[src/rtl/admo_alu_arb.sv]
// admo_alu_arb: shares one combinational ALU between two requesters (2-cycle request-to-response latency).
// Define ADMO_ALU_ARB_RR_EN for round-robin arbitration; otherwise port 0 has fixed priority.
`ifndef DATA_WIDTH
`define DATA_WIDTH 32
`endif
`ifndef ALU_ADD
`define ALU_ADD 4'd0
`define ALU_SUB 4'd1
`define ALU_AND 4'd2
`define ALU_OR  4'd3
`define ALU_XOR 4'd4
`define ALU_SLL 4'd5
`define ALU_SRL 4'd6
`define ALU_SRA 4'd7
`define ALU_LTS 4'd8
`define ALU_LTU 4'd9
`endif
module admo_alu_arb (
  input  logic                     clk_i,
  input  logic                     rst_ni,
  input  logic [1:0]               req_valid_i,
  output logic [1:0]               req_ready_o,
  input  logic [2*`DATA_WIDTH-1:0] req_operand_a_i,
  input  logic [2*`DATA_WIDTH-1:0] req_operand_b_i,
  input  logic [7:0]               req_operator_i,
  output logic [`DATA_WIDTH-1:0]   alu_operand_a_o,
  output logic [`DATA_WIDTH-1:0]   alu_operand_b_o,
  output logic [3:0]               alu_operator_o,
  input  logic [`DATA_WIDTH-1:0]   alu_result_i,
  output logic [1:0]               rsp_valid_o,
  input  logic [1:0]               rsp_ready_i,
  output logic [2*`DATA_WIDTH-1:0] rsp_result_o
);
  logic [1:0] busy, elig, grant;
  logic       iss_valid, iss_port, gport;
  assign elig = req_valid_i & ~busy;
`ifdef ADMO_ALU_ARB_RR_EN
  logic rr_last;
  assign grant = &elig ? (rr_last ? 2'b01 : 2'b10) : elig;
`else
  assign grant = elig[0] ? 2'b01 : elig;
`endif
  assign gport       = grant[1];
  // Ready is masked by reset so no request is acknowledged while the block is held in reset.
  assign req_ready_o = grant & {2{rst_ni}};
  always_ff @(posedge clk_i or negedge rst_ni) begin
    if (!rst_ni) begin
      busy            <= '0;
      iss_valid       <= 1'b0;
      iss_port        <= 1'b0;
      alu_operand_a_o <= '0;
      alu_operand_b_o <= '0;
      alu_operator_o  <= '0;
      rsp_valid_o     <= '0;
      rsp_result_o    <= '0;
`ifdef ADMO_ALU_ARB_RR_EN
      rr_last         <= 1'b1;
`endif
    end else begin
      iss_valid <= |grant;
      if (|grant) begin
        iss_port        <= gport;
        alu_operand_a_o <= gport ? req_operand_a_i[2*`DATA_WIDTH-1:`DATA_WIDTH] : req_operand_a_i[`DATA_WIDTH-1:0];
        alu_operand_b_o <= gport ? req_operand_b_i[2*`DATA_WIDTH-1:`DATA_WIDTH] : req_operand_b_i[`DATA_WIDTH-1:0];
        alu_operator_o  <= gport ? req_operator_i[7:4] : req_operator_i[3:0];
`ifdef ADMO_ALU_ARB_RR_EN
        rr_last         <= gport;
`endif
      end
      if (iss_valid && iss_port)
        rsp_result_o[2*`DATA_WIDTH-1:`DATA_WIDTH] <= alu_result_i;
      if (iss_valid && !iss_port)
        rsp_result_o[`DATA_WIDTH-1:0] <= alu_result_i;
      busy        <= (busy | grant) & ~(rsp_valid_o & rsp_ready_i);
      rsp_valid_o <= (rsp_valid_o & ~rsp_ready_i) | (iss_valid ? (iss_port ? 2'b10 : 2'b01) : 2'b00);
    end
  end
endmodule

[config.mk]
export PLATFORM = sky130hd
export DESIGN_NAME = admo_alu_arb
export DESIGN_NICKNAME = d
export VERILOG_FILES = /design/src/rtl/admo_alu_arb.sv
export SDC_FILE = /design/constraint.sdc
export NUM_CORES = 1
export LEC_CHECK = 0
export BUFFER_PORTS_ARGS = -buffer_cell sky130_fd_sc_hd__buf_2
export CORE_AREA = 3 3 120 122
export CTS_CLUSTER_DIAMETER = 50
export CTS_CLUSTER_SIZE = 20
export DETAILED_ROUTE_END_ITERATION = 12
export DIE_AREA = 0 0 123 125
export PLACE_DENSITY = 0.77
export RECOVER_POWER = 50
export SKIP_LAST_GASP = 1
export SLEW_MARGIN = 40
export SYNTH_ARGS = -nofsm -noshare
export SYNTH_HDL_FRONTEND = slang
export SYNTH_SLANG_ARGS = --single-unit
[constraint.sdc]
create_clock -name clk_i -period 2.2 [get_ports clk_i]
set_input_delay 0.22 -clock clk_i [delete_from_list [all_inputs] [get_ports clk_i]]
set_output_delay 0.22 -clock clk_i [all_outputs]
set_load 0.01 [all_outputs]
# Word level (Yosys, flattened, before mapping)
# Cells that the tools add are included.
op_classes:
  mux: 6
  n_bitwise: 10
  n_reduce_logical: 4
op_table:
  columns: ["operator", "count"]
  rows:
  - ["$mux W32", 2]
  - ["$and A2 B2 Y2", 5]
  - ["$mux W2", 3]
  - ["$not A2 Y2", 3]
  - ["$mux W4", 1]
  - ["$or A2 B2 Y2", 2]
  - ["$logic_and A1 B1 Y1", 2]
  - ["$reduce_or A2 Y1", 1]
  - ["$logic_not A1 Y1", 1]
totals:
  regBits: 138
  out_inout_bits: 136
  wordCells: 29

# Logic depth before layout (Yosys ltp)
# Gate-level depths: netlist of run 1.
logic_depth:
  ltp_word: 5
  ltp_mapped: 6
  ltp_nobuf: 3

# Least setup slack after synthesis of run 1
# Ideal clock, no wire load.
synth_path:
  kind: "register -> output"
  startpoint: "register busy[0]"
  endpoint: "output req_ready_o[0]"
  arrival_time_ns: 1.084
  t_required_ns: 1.980
  setup_slack_ns: 0.896
  stages_incl_launch_ff: 6
  n_path_buf: 3
  cell_sequence: "dfrtp_1 nand2b_1 buf_2 buf_4 buf_2 nor2_1"
synth_via:
  elab_chain_len: 4
synth_rtl:
  columns: ["item", "line", "rtl"]
  rows:
  - ["start: declaration", "34", "logic [1:0] busy, elig, grant;"]
  - ["start signal: assignment", "74", "busy <= (busy | grant) & ~(rsp_valid_o & rsp_ready_i);"]
  - ["$not A2 Y2", "36", "assign elig = req_valid_i & ~busy;"]
  - ["$and A2 B2 Y2", "36", null]
  - ["$mux W2", "41", "assign grant = elig[0] ? 2'b01 : elig;"]
  - ["$and A2 B2 Y2", "45", "assign req_ready_o = grant & {2{rst_ni}};"]
  - ["end: declaration", "22", "output logic [1:0] req_ready_o,"]
# Every way passes these cells.

==> metrics.md, run 1 <==
| Metric | Value |
|---|---|
| Setup total negative slack | `0 ps` |
| Max Clk Rate | `0.546 GHz` |
| Routed wire per std cell | `16.5 µm` |
| H-tree levels | `4` |
| CTS Sinks | `138` |
| Final Max Slew Viols | `0` |
| Vias in the first global route | `4824` |
| Synth Cell Area | `5820 µm²` |
| CP startpoint kind | `input port` |
| Hpwl dp | `12.2 mm` |
| Die W | `123 µm` |
| Min Tclk post-route | `1830 ps` |
| Clock Pin Slew Worst Setup and Hold Paths | `60 ps` |
| Worst-path cell chain | `dlygate4sd3_1, clkbuf_1, buf_6` |
| Post-synthesis sequential area ratio | `59.3%` |
| Slew @ Worst Pin | `1250 ps` |
| DIE HEIGHT | `125 µm` |
| Critical Path Stages | `3` |
| Total number of vias | `5036` |
| Clk root buf | `clkbuf_16` |
| Top layer in use | `met4` |
| Fillcell total | `1197` |
| Clk_lat worst skew | `400 ps` |
| Clk_skew | `7.77 ps` |
| CP required | `2520 ps` |
| Synthesized Nets | `705` |
| Top-Level Pins | `310` |
| Crit path DAT | `2150 ps` |
| DRT iter0 DRCs | `255` |
| First-pass GRT wire length | `25.5 mm` |
| Synthesized instance count | `531` |
| Layout Nets | `1006` |
| Fraction of layout cells with a size suffix above 1 | `33.6%` |
| Synth Register Bits | `138` |
| Post-layout util | `59.9%` |
| Pwr dens | `1530 nW/µm²` |
| WL met1 | `6.58 mm` |
| Tcrit/Tclk final | `83.3%` |
| Most area-consuming cells after synthesis | `dfrtp_1 59%, nand2_1 8.9%, mux2_4 7.5%` |
| Worst Setup EP | `rsp_result_o[15]$_DFFE_PN0P_` |
| Synth area leader | `dfrtp_1` |
| RSZ-0062 raised after global routing | `false` |
| WL final | `16.9 mm` |
| Global route overflow | `0` |
| CP Max Fanout | `136` |
| ANT nets after route | `0` |
| Worst Hold Class | `input port to register` |
| Outcome | `complete, no violations` |
| Initial Util | `43.8%` |
| CP delay by family, top | `buffers and inverters` |
| Static Leakage | `3.87 nW` |
| Routability congestion estimate from global placement | `0.832` |
| VDD IR max | `0.732 mV` |
| Slew headroom | `17.0%` |
| Met2 WL | `8.69 mm` |
| Worst path max stage delay | `830 ps` |
| I/O Buffers | `309` |
| Critical path class | `input port to asynchronous set/reset pin` |
| Final Setup Violations | `0` |
| Largest net degree at the start of global routing | `137` |
| Die area | `15400 µm²` |
| Hold Fails Final Rpt | `0` |
| GRT Total Usage | `21.3%` |
| Row count | `42` |
| Max clock buf depth | `2` |
| Area delta synth->final | `36.8%` |
| Max cap viols | `0` |
| Reg-to-reg endpoint | `alu_operator_o[3]$_DFFE_PN0P_` |
| Initial antenna violation count | `2` |
| Avg Inst Size Synth | `11.0 µm²` |
| CTS tree | `yes` |
| Crit path buffers/inverters | `3` |
| Core ar. | `13300 µm²` |
| Cell variety after synth | `16` |
| Synth top area share | `59.3%` |
| Drt drc | `0` |
| CP startpoint | `rst_ni` |
| Worst R2R Path Depth | `4` |
| Postcts setup bufs | `0` |
| First-pass DRT Iterations | `4` |
| CP Capture Type | `asynchronous set/reset pin` |
| Reg-to-Reg Start | `busy[1]$_DFF_PN0_` |
| Ys Warns | `0` |
| DR WL met3 | `1.20 mm` |
| Worst reg2reg setup slack | `670 ps` |
| CTS buffer count | `17` |
| Via density | `4.92` |
| CP max-delay cell | `buf_6` |
[cell families (layout without fill, tap and decap cells)]
kind of cell	Yosys count	in the layout	synth area share, %
flops	138	138	59.3
mux	64	64	14.2
buf+inv	42	356	4.66
simple gates	213	213	13.9
other cells	0	2	0
compound gates	74	74	7.86
[worst reg2reg max path: cells and delay by family, from the launching register on]
kind | cells | cell delay (ps)
buffers and inverters | 1 | 310
AND/OR/NAND/NOR | 2 | 540
flip-flops | 1 | 400
AO/OA/AOI/OAI | 1 | 190
[metal layers]
layer | track usage [%] | vias to the layer above
met5 | 0 | -
met4 | 8.47 | 0
met3 | 4.70 | 32
met2 | 36.6 | 210
met1 | 25.8 | 2404
li1 | - | 2390
[cells in the mapped netlist, drive strengths merged]
master / number
inv: 3
a31oi: 68
nand2: 138
nand2b: 3
dfrtp: 138
nor2: 70
nor2b: 1
mux2: 64
o21ai: 2
and3: 1
buf: 39
o21a: 1
a21oi: 3
[timing repair]
item                                    in CTS  in global routing
endpoints found under the setup margin       0                  0
hold endpoints to repair                    49                  0
hold buffers                                 3                  0
gates resized for setup                      0                  0
[state kept, by name, indices dropped and copies added, names as in the netlist]
register and cells:
iss_port 1, alu_operand_b_o 32, rsp_result_o 64, alu_operator_o 4
rsp_valid_o 2, busy 2, alu_operand_a_o 32, iss_valid 1
[layout make-up]
| cell class | count | area [µm²] | share of cell area [%] |
|---|---|---|---|
| diodes | 2 | 5.00 | 0.0628 |
| clock buffers | 19 | 443 | 5.56 |
| clock inverters | 13 | 156 | 1.96 |
| inverters | 3 | 11.3 | 0.141 |
| multi-input cells | 351 | 2120 | 26.6 |
| flip-flops and latches | 138 | 3450 | 43.4 |
| well taps | 176 | 220 | 2.76 |
| repair buffers | 321 | 1560 | 19.5 |
[how the worst min path moves through the flow]
stage / depth (start not counted) / start / end / slack [ps]
floorplan: 0 / rst_ni / alu_operand_a_o[0]$_DFFE_PN0P_ / -80
global placement: 1 / rst_ni / alu_operand_a_o[6]$_DFFE_PN0P_ / 10
detailed placement: 1 / rst_ni / alu_operand_a_o[6]$_DFFE_PN0P_ / 10
CTS: 2 / alu_result_i[29] / rsp_result_o[29]$_DFFE_PN0P_ / 30
global route: 2 / alu_result_i[3] / rsp_result_o[3]$_DFFE_PN0P_ / 40
finish: 2 / alu_result_i[29] / rsp_result_o[29]$_DFFE_PN0P_ / 50
[power by group]
part           switching [W]  internal, W  leakage [nW]
logic                0.00259      0.00213          1.98
clock network        0.00113      0.00173         0.287
registers           0.000743      0.00388          1.61
[cell usage in the layout (no fill, tap or decap), types with 2 or more instances in the layout]
cell           netlist  final
nand2b_2             0      2
inv_6                0      5
clkbuf_16            0     17
bufinv_16            0      2
buf_2               22    176
clkbuf_1             0    134
o21ai_0              2      2
a21oi_1              3      3
mux2_2              35     35
a31oi_1             68     68
dfrtp_1            138    138
mux2_4              29     29
nand2_1            138    138
dlygate4sd3_1        0      3
buf_4               11      2
buf_12               0      6
clkinv_4             0      3
inv_1                3      3
nor2_1              70     70
clkinvlp_4           0      2
diode_2              0      2
[stage by stage]
| stage | setup WS (ps) | instance area (µm²) | hold WS [ps] | std cells | total power [W] |
|---|---|---|---|---|---|
| floorplan | 896 | 5820 | -75.6 | 531 | 0.00755 |
| global placement | 730 | 7510 | 11.5 | 986 | 0.00949 |
| detailed placement | 642 | 7510 | 13.7 | 986 | 0.00968 |
| CTS | 357 | 8140 | 34.0 | 1021 | 0.0126 |
| global route | 186 | 7970 | 36.1 | 1023 | 0.0130 |
| finish | 368 | 7970 | 53.8 | 1023 | 0.0122 |
Power figures use the tool's default switching activity.
==> run 2, diff against run 1 <==
- ABC_AREA: not set -> 1
- CORE_AREA: 3 3 120 122 -> not set
- CORE_MARGIN: not set -> 3
- CORE_UTILIZATION: not set -> 45
- DIE_AREA: 0 0 123 125 -> not set
- PLACE_DENSITY: 0.77 -> 0.8
- clock period: 2.2 -> 1.9 ns (I/O delays scaled with it)
==> metrics.md, run 2 <==
| Metric | Value |
|---|---|
| DP Worst Slack | `530 ps (-112 ps)` |
| CTS Sinks | `138 (unchanged)` |
| Worst Hold Class | `input port to register` |
| CTS tree | `yes` |
| CP Max Fanout | `32 (-76%)` |
| Worst Setup EP | `alu_operand_b_o[12]$_DFFE_PN0P_` |
| Synthesized instance count | `644 (+21%)` |
| WL final | `20.5 mm (+22%)` |
| First-pass DRT Iterations | `7 (+3)` |
| Pwr dens | `1630 nW/µm² (+6.7%)` |
| Routability congestion estimate from global placement | `0.814 (-2.1%)` |
| Critical path class | `register to register` |
| Die area | `14300 µm² (-7.3%)` |
| CP Capture Type | `register` |
| Worst Hold Depth | `3 (+1)` |
| Async set or reset register ratio after synthesis | `100% (unchanged)` |
| DRT iter0 DRCs | `643 (+150%)` |
| RSZ-0062 raised after global routing | `true` |
| Setup ws final | `64.6 ps (-304 ps)` |
| Max cap viols | `0 (unchanged)` |
| VDD IR max | `0.881 mV (+20%)` |
| ANT nets after route | `0 (unchanged)` |
| Cell with the most instances after synthesis | `nand3_1` |
| Vias in the first global route | `6447 (+34%)` |
| Seq pwr share | `36.0% (-1.9 points)` |
| Clk_skew | `8.05 ps (+0.276 ps)` |
| Row count | `40 (-4.8%)` |
| Most frequent cells in the layout | `299 x buf_2, 204 x nand3_1, 138 x dfrtp_1` |
| Max Clk Rate | `0.545 GHz` |
| Static Leakage | `4.73 nW (+22%)` |
| Synthesized Nets | `818 (+16%)` |
| First-pass GRT wire length | `32.0 mm (+26%)` |
| Cell variety after synth | `16 (unchanged)` |
| Reg-to-reg endpoint | `alu_operand_b_o[12]$_DFFE_PN0P_` |
| Clock Pin Slew Worst Setup and Hold Paths | `60 ps (about the same)` |
| GRT Total Usage | `28.3% (+7.0 points)` |
| Placed insts | `1081 (+9.6%)` |
| Crit path DAT | `2190 ps (+40 ps)` |
| Layout Nets | `1182 (+17%)` |
| Reg-to-Reg Start | `busy[0]$_DFF_PN0_` |
| I/O Buffers | `309 (unchanged)` |
| Global route overflow | `0 (unchanged)` |
| Tcrit/Tclk final | `96.6%` |
| Combinational power share | `38.8% (about the same)` |
| Initial Util | `47.2% (+3.4 points)` |
| Clock power share | `25.2% (+1.7 points)` |
| Switch share | `36.9% (+0.30 points)` |
| Final Setup Violations | `0 (unchanged)` |
| Drt drc | `0 (unchanged)` |
| Top reg by flops | `rsp_result_o` |
| H-tree levels | `4 (unchanged)` |
| Synth Cell Area | `5780 µm² (-0.69%)` |
| Worst reg2reg setup slack | `60 ps (-610 ps)` |
| Min Tclk post-route | `1840 ps` |
| Hpwl dp | `12.2 mm (+0.47%)` |
| Top-Level Pins | `310 (unchanged)` |
| Synth area leader | `dfrtp_1` |
| Ys Warns | `0 (unchanged)` |
| Slew headroom | `19.1% (+2.1 points)` |
| Final hold slack | `7.29 ps (-46.5 ps)` |
| Slew @ Worst Pin | `1210 ps (-31.7 ps)` |
| Core ar. | `12300 µm² (-7.8%)` |
| Fillcell total | `858 (-28%)` |
| Max clock buf depth | `2 (unchanged)` |
| Synth cell count leaders | `204 x nand3_1, 138 x dfrtp_1, 137 x nand2_1` |
| Via density | `5.35 (+8.8%)` |
| Largest register FFs | `64 (unchanged)` |
| Post-synthesis sequential area ratio | `59.7% (+0.41 points)` |
| Final Max Slew Viols | `0 (unchanged)` |
| Synth top area share | `59.7% (+0.41 points)` |
| Avg Inst Size Synth | `8.98 µm² (-18%)` |
| CP required | `2250 ps (-270 ps)` |
| Synth Register Bits | `138 (unchanged)` |
| Predominant post-synthesis flop cell | `dfrtp_1` |
| Die W | `119 µm (-2.9%)` |
| Outcome | `complete, no violations` |
| Hold Fails Final Rpt | `0 (unchanged)` |
| CTS buffer count | `17 (unchanged)` |
| Worst R2R Path Depth | `7 (+3)` |
| NetSw | `0.00531 W (+19%)` |
| Initial antenna violation count | `1 (-1)` |
| Most area-consuming cells after synthesis | `dfrtp_1 60%, nand3_1 18%, nand2_1 8.9%` |
| Largest registers | `rsp_result_o x64, alu_operand_a_o x32, alu_operand_b_o x32` |
| P_int | `0.00909 W (+18%)` |
| CP startpoint | `busy[0]$_DFF_PN0_` |
| Post-Layout Cell Count | `1189 (+16%)` |
| Routed wire per std cell | `17.3 µm (+4.6%)` |
| DIE HEIGHT | `119 µm (-4.5%)` |
| Clk root buf | `clkbuf_16` |
| Largest net degree at the start of global routing | `139 (+1.5%)` |
| Most common cell after layout, fill and taps aside | `buf_2` |
| Fraction of layout cells with a size suffix above 1 | `34.0% (+0.41 points)` |
| Area delta synth->final | `52.4%` |
| Clk_lat worst skew | `420 ps (+20 ps)` |
| Total number of vias | `6366 (+26%)` |
| Post-synth EDFFs | `0 (unchanged)` |
| CP startpoint kind | `register` |
## run 2: cell types whose count changed in the layout (fill, tap and decap cells not counted), sizes merged, moves of 4 or more
cell / change
nand3: +204
buf: +122
clkbuf: -120
dlygate4sd3: +72
a31oi: -68
nor2: -67
mux2: -64
o21ai: +64
inv: +32
clkinv: +4
## run 2: critical path, cell delays in order, from the launching register on
cell	delay (ps)
dfrtp_1	350
inv_1	110
nand2_4	100
inv_2	190
buf_12	230
nand2_1	100
nand3_1	90
dlygate4sd3_1	580
## run 2: final cells by class
class                   instances  area (µm²)  area share [%]
inverters                      41         154            1.75
repair buffers                395        2420            27.4
well taps                     168         210            2.38
clock buffers                  19         453            5.14
diodes                          1        2.50          0.0284
multi-input cells             415        1930            21.9
flip-flops and latches        138        3450            39.2
clock inverters                12         196            2.23
## run 2: power by group through the flow
stage / clock network, W / registers [W] / logic [W]
final: 0.00364 / 0.00518 / 0.00559
after global routing: 0.00382 / 0.00535 / 0.00618
after CTS: 0.00367 / 0.00514 / 0.00558
after detailed placement: 0 / 0.00514 / 0.00524
after global placement: 0 / 0.00514 / 0.00510
after floorplan: 0 / 0.00579 / 0.00225
## run 2: worst min path at each step
stage / start / endpoint / slack [ps]
2_1_floorplan: rst_ni / alu_operand_a_o[0]$_DFFE_PN0P_ / -110
3_3_place_gp: rst_ni / alu_operand_a_o[4]$_DFFE_PN0P_ / 400
3_5_place_dp: rst_ni / alu_operand_b_o[26]$_DFFE_PN0P_ / 390
4_1_cts: req_operand_b_i[61] / alu_operand_b_o[29]$_DFFE_PN0P_ / 0.2
5_1_grt: req_operand_b_i[47] / alu_operand_b_o[15]$_DFFE_PN0P_ / 8
6_report: req_operand_b_i[30] / alu_operand_b_o[30]$_DFFE_PN0P_ / 7
## run 2: through the flow
step	setup TNS [ps]	utilization [%]	cell area (µm²)	power [W]
3_3_place_gp	0	60.6	7430	0.0102
3_5_place_dp	0	60.6	7430	0.0104
5_1_grt	-15.1	71.9	8810	0.0153
6_report	0	71.9	8810	0.0144
2_1_floorplan	0	-	5780	0.00805
4_1_cts	0	72.1	8830	0.0144
## run 2: cell families (layout without fill, tap and decap cells)
kind of cell	after synthesis	after routing	share of synthesized area (%)
AO/OA/AOI/OAI	69	69	6.06
other	0	1	0
AND/OR/NAND/NOR	346	346	27.1
buffers and inverters	91	467	7.16
flip-flops	138	138	59.7
## run 2: timing repair
| item | 4_1_cts | 5_1_grt |
|---|---|---|
| hold endpoints to repair | 200 | 0 |
| resized for setup | 0 | 3 |
| setup buffers | 0 | 0 |
| setup endpoints to repair | 0 | 7 |
| hold buffers | 75 | 0 |
## run 2: layer usage
metal  global-route usage [%]  part of all wire, %  vias up
met3                     8.07                   10       98
li1                         -                    -     2872
met1                     33.2                   36     2963
met4                     16.8                  5.6        0
met2                     46.3                   48      433
met5                        0                    0        -
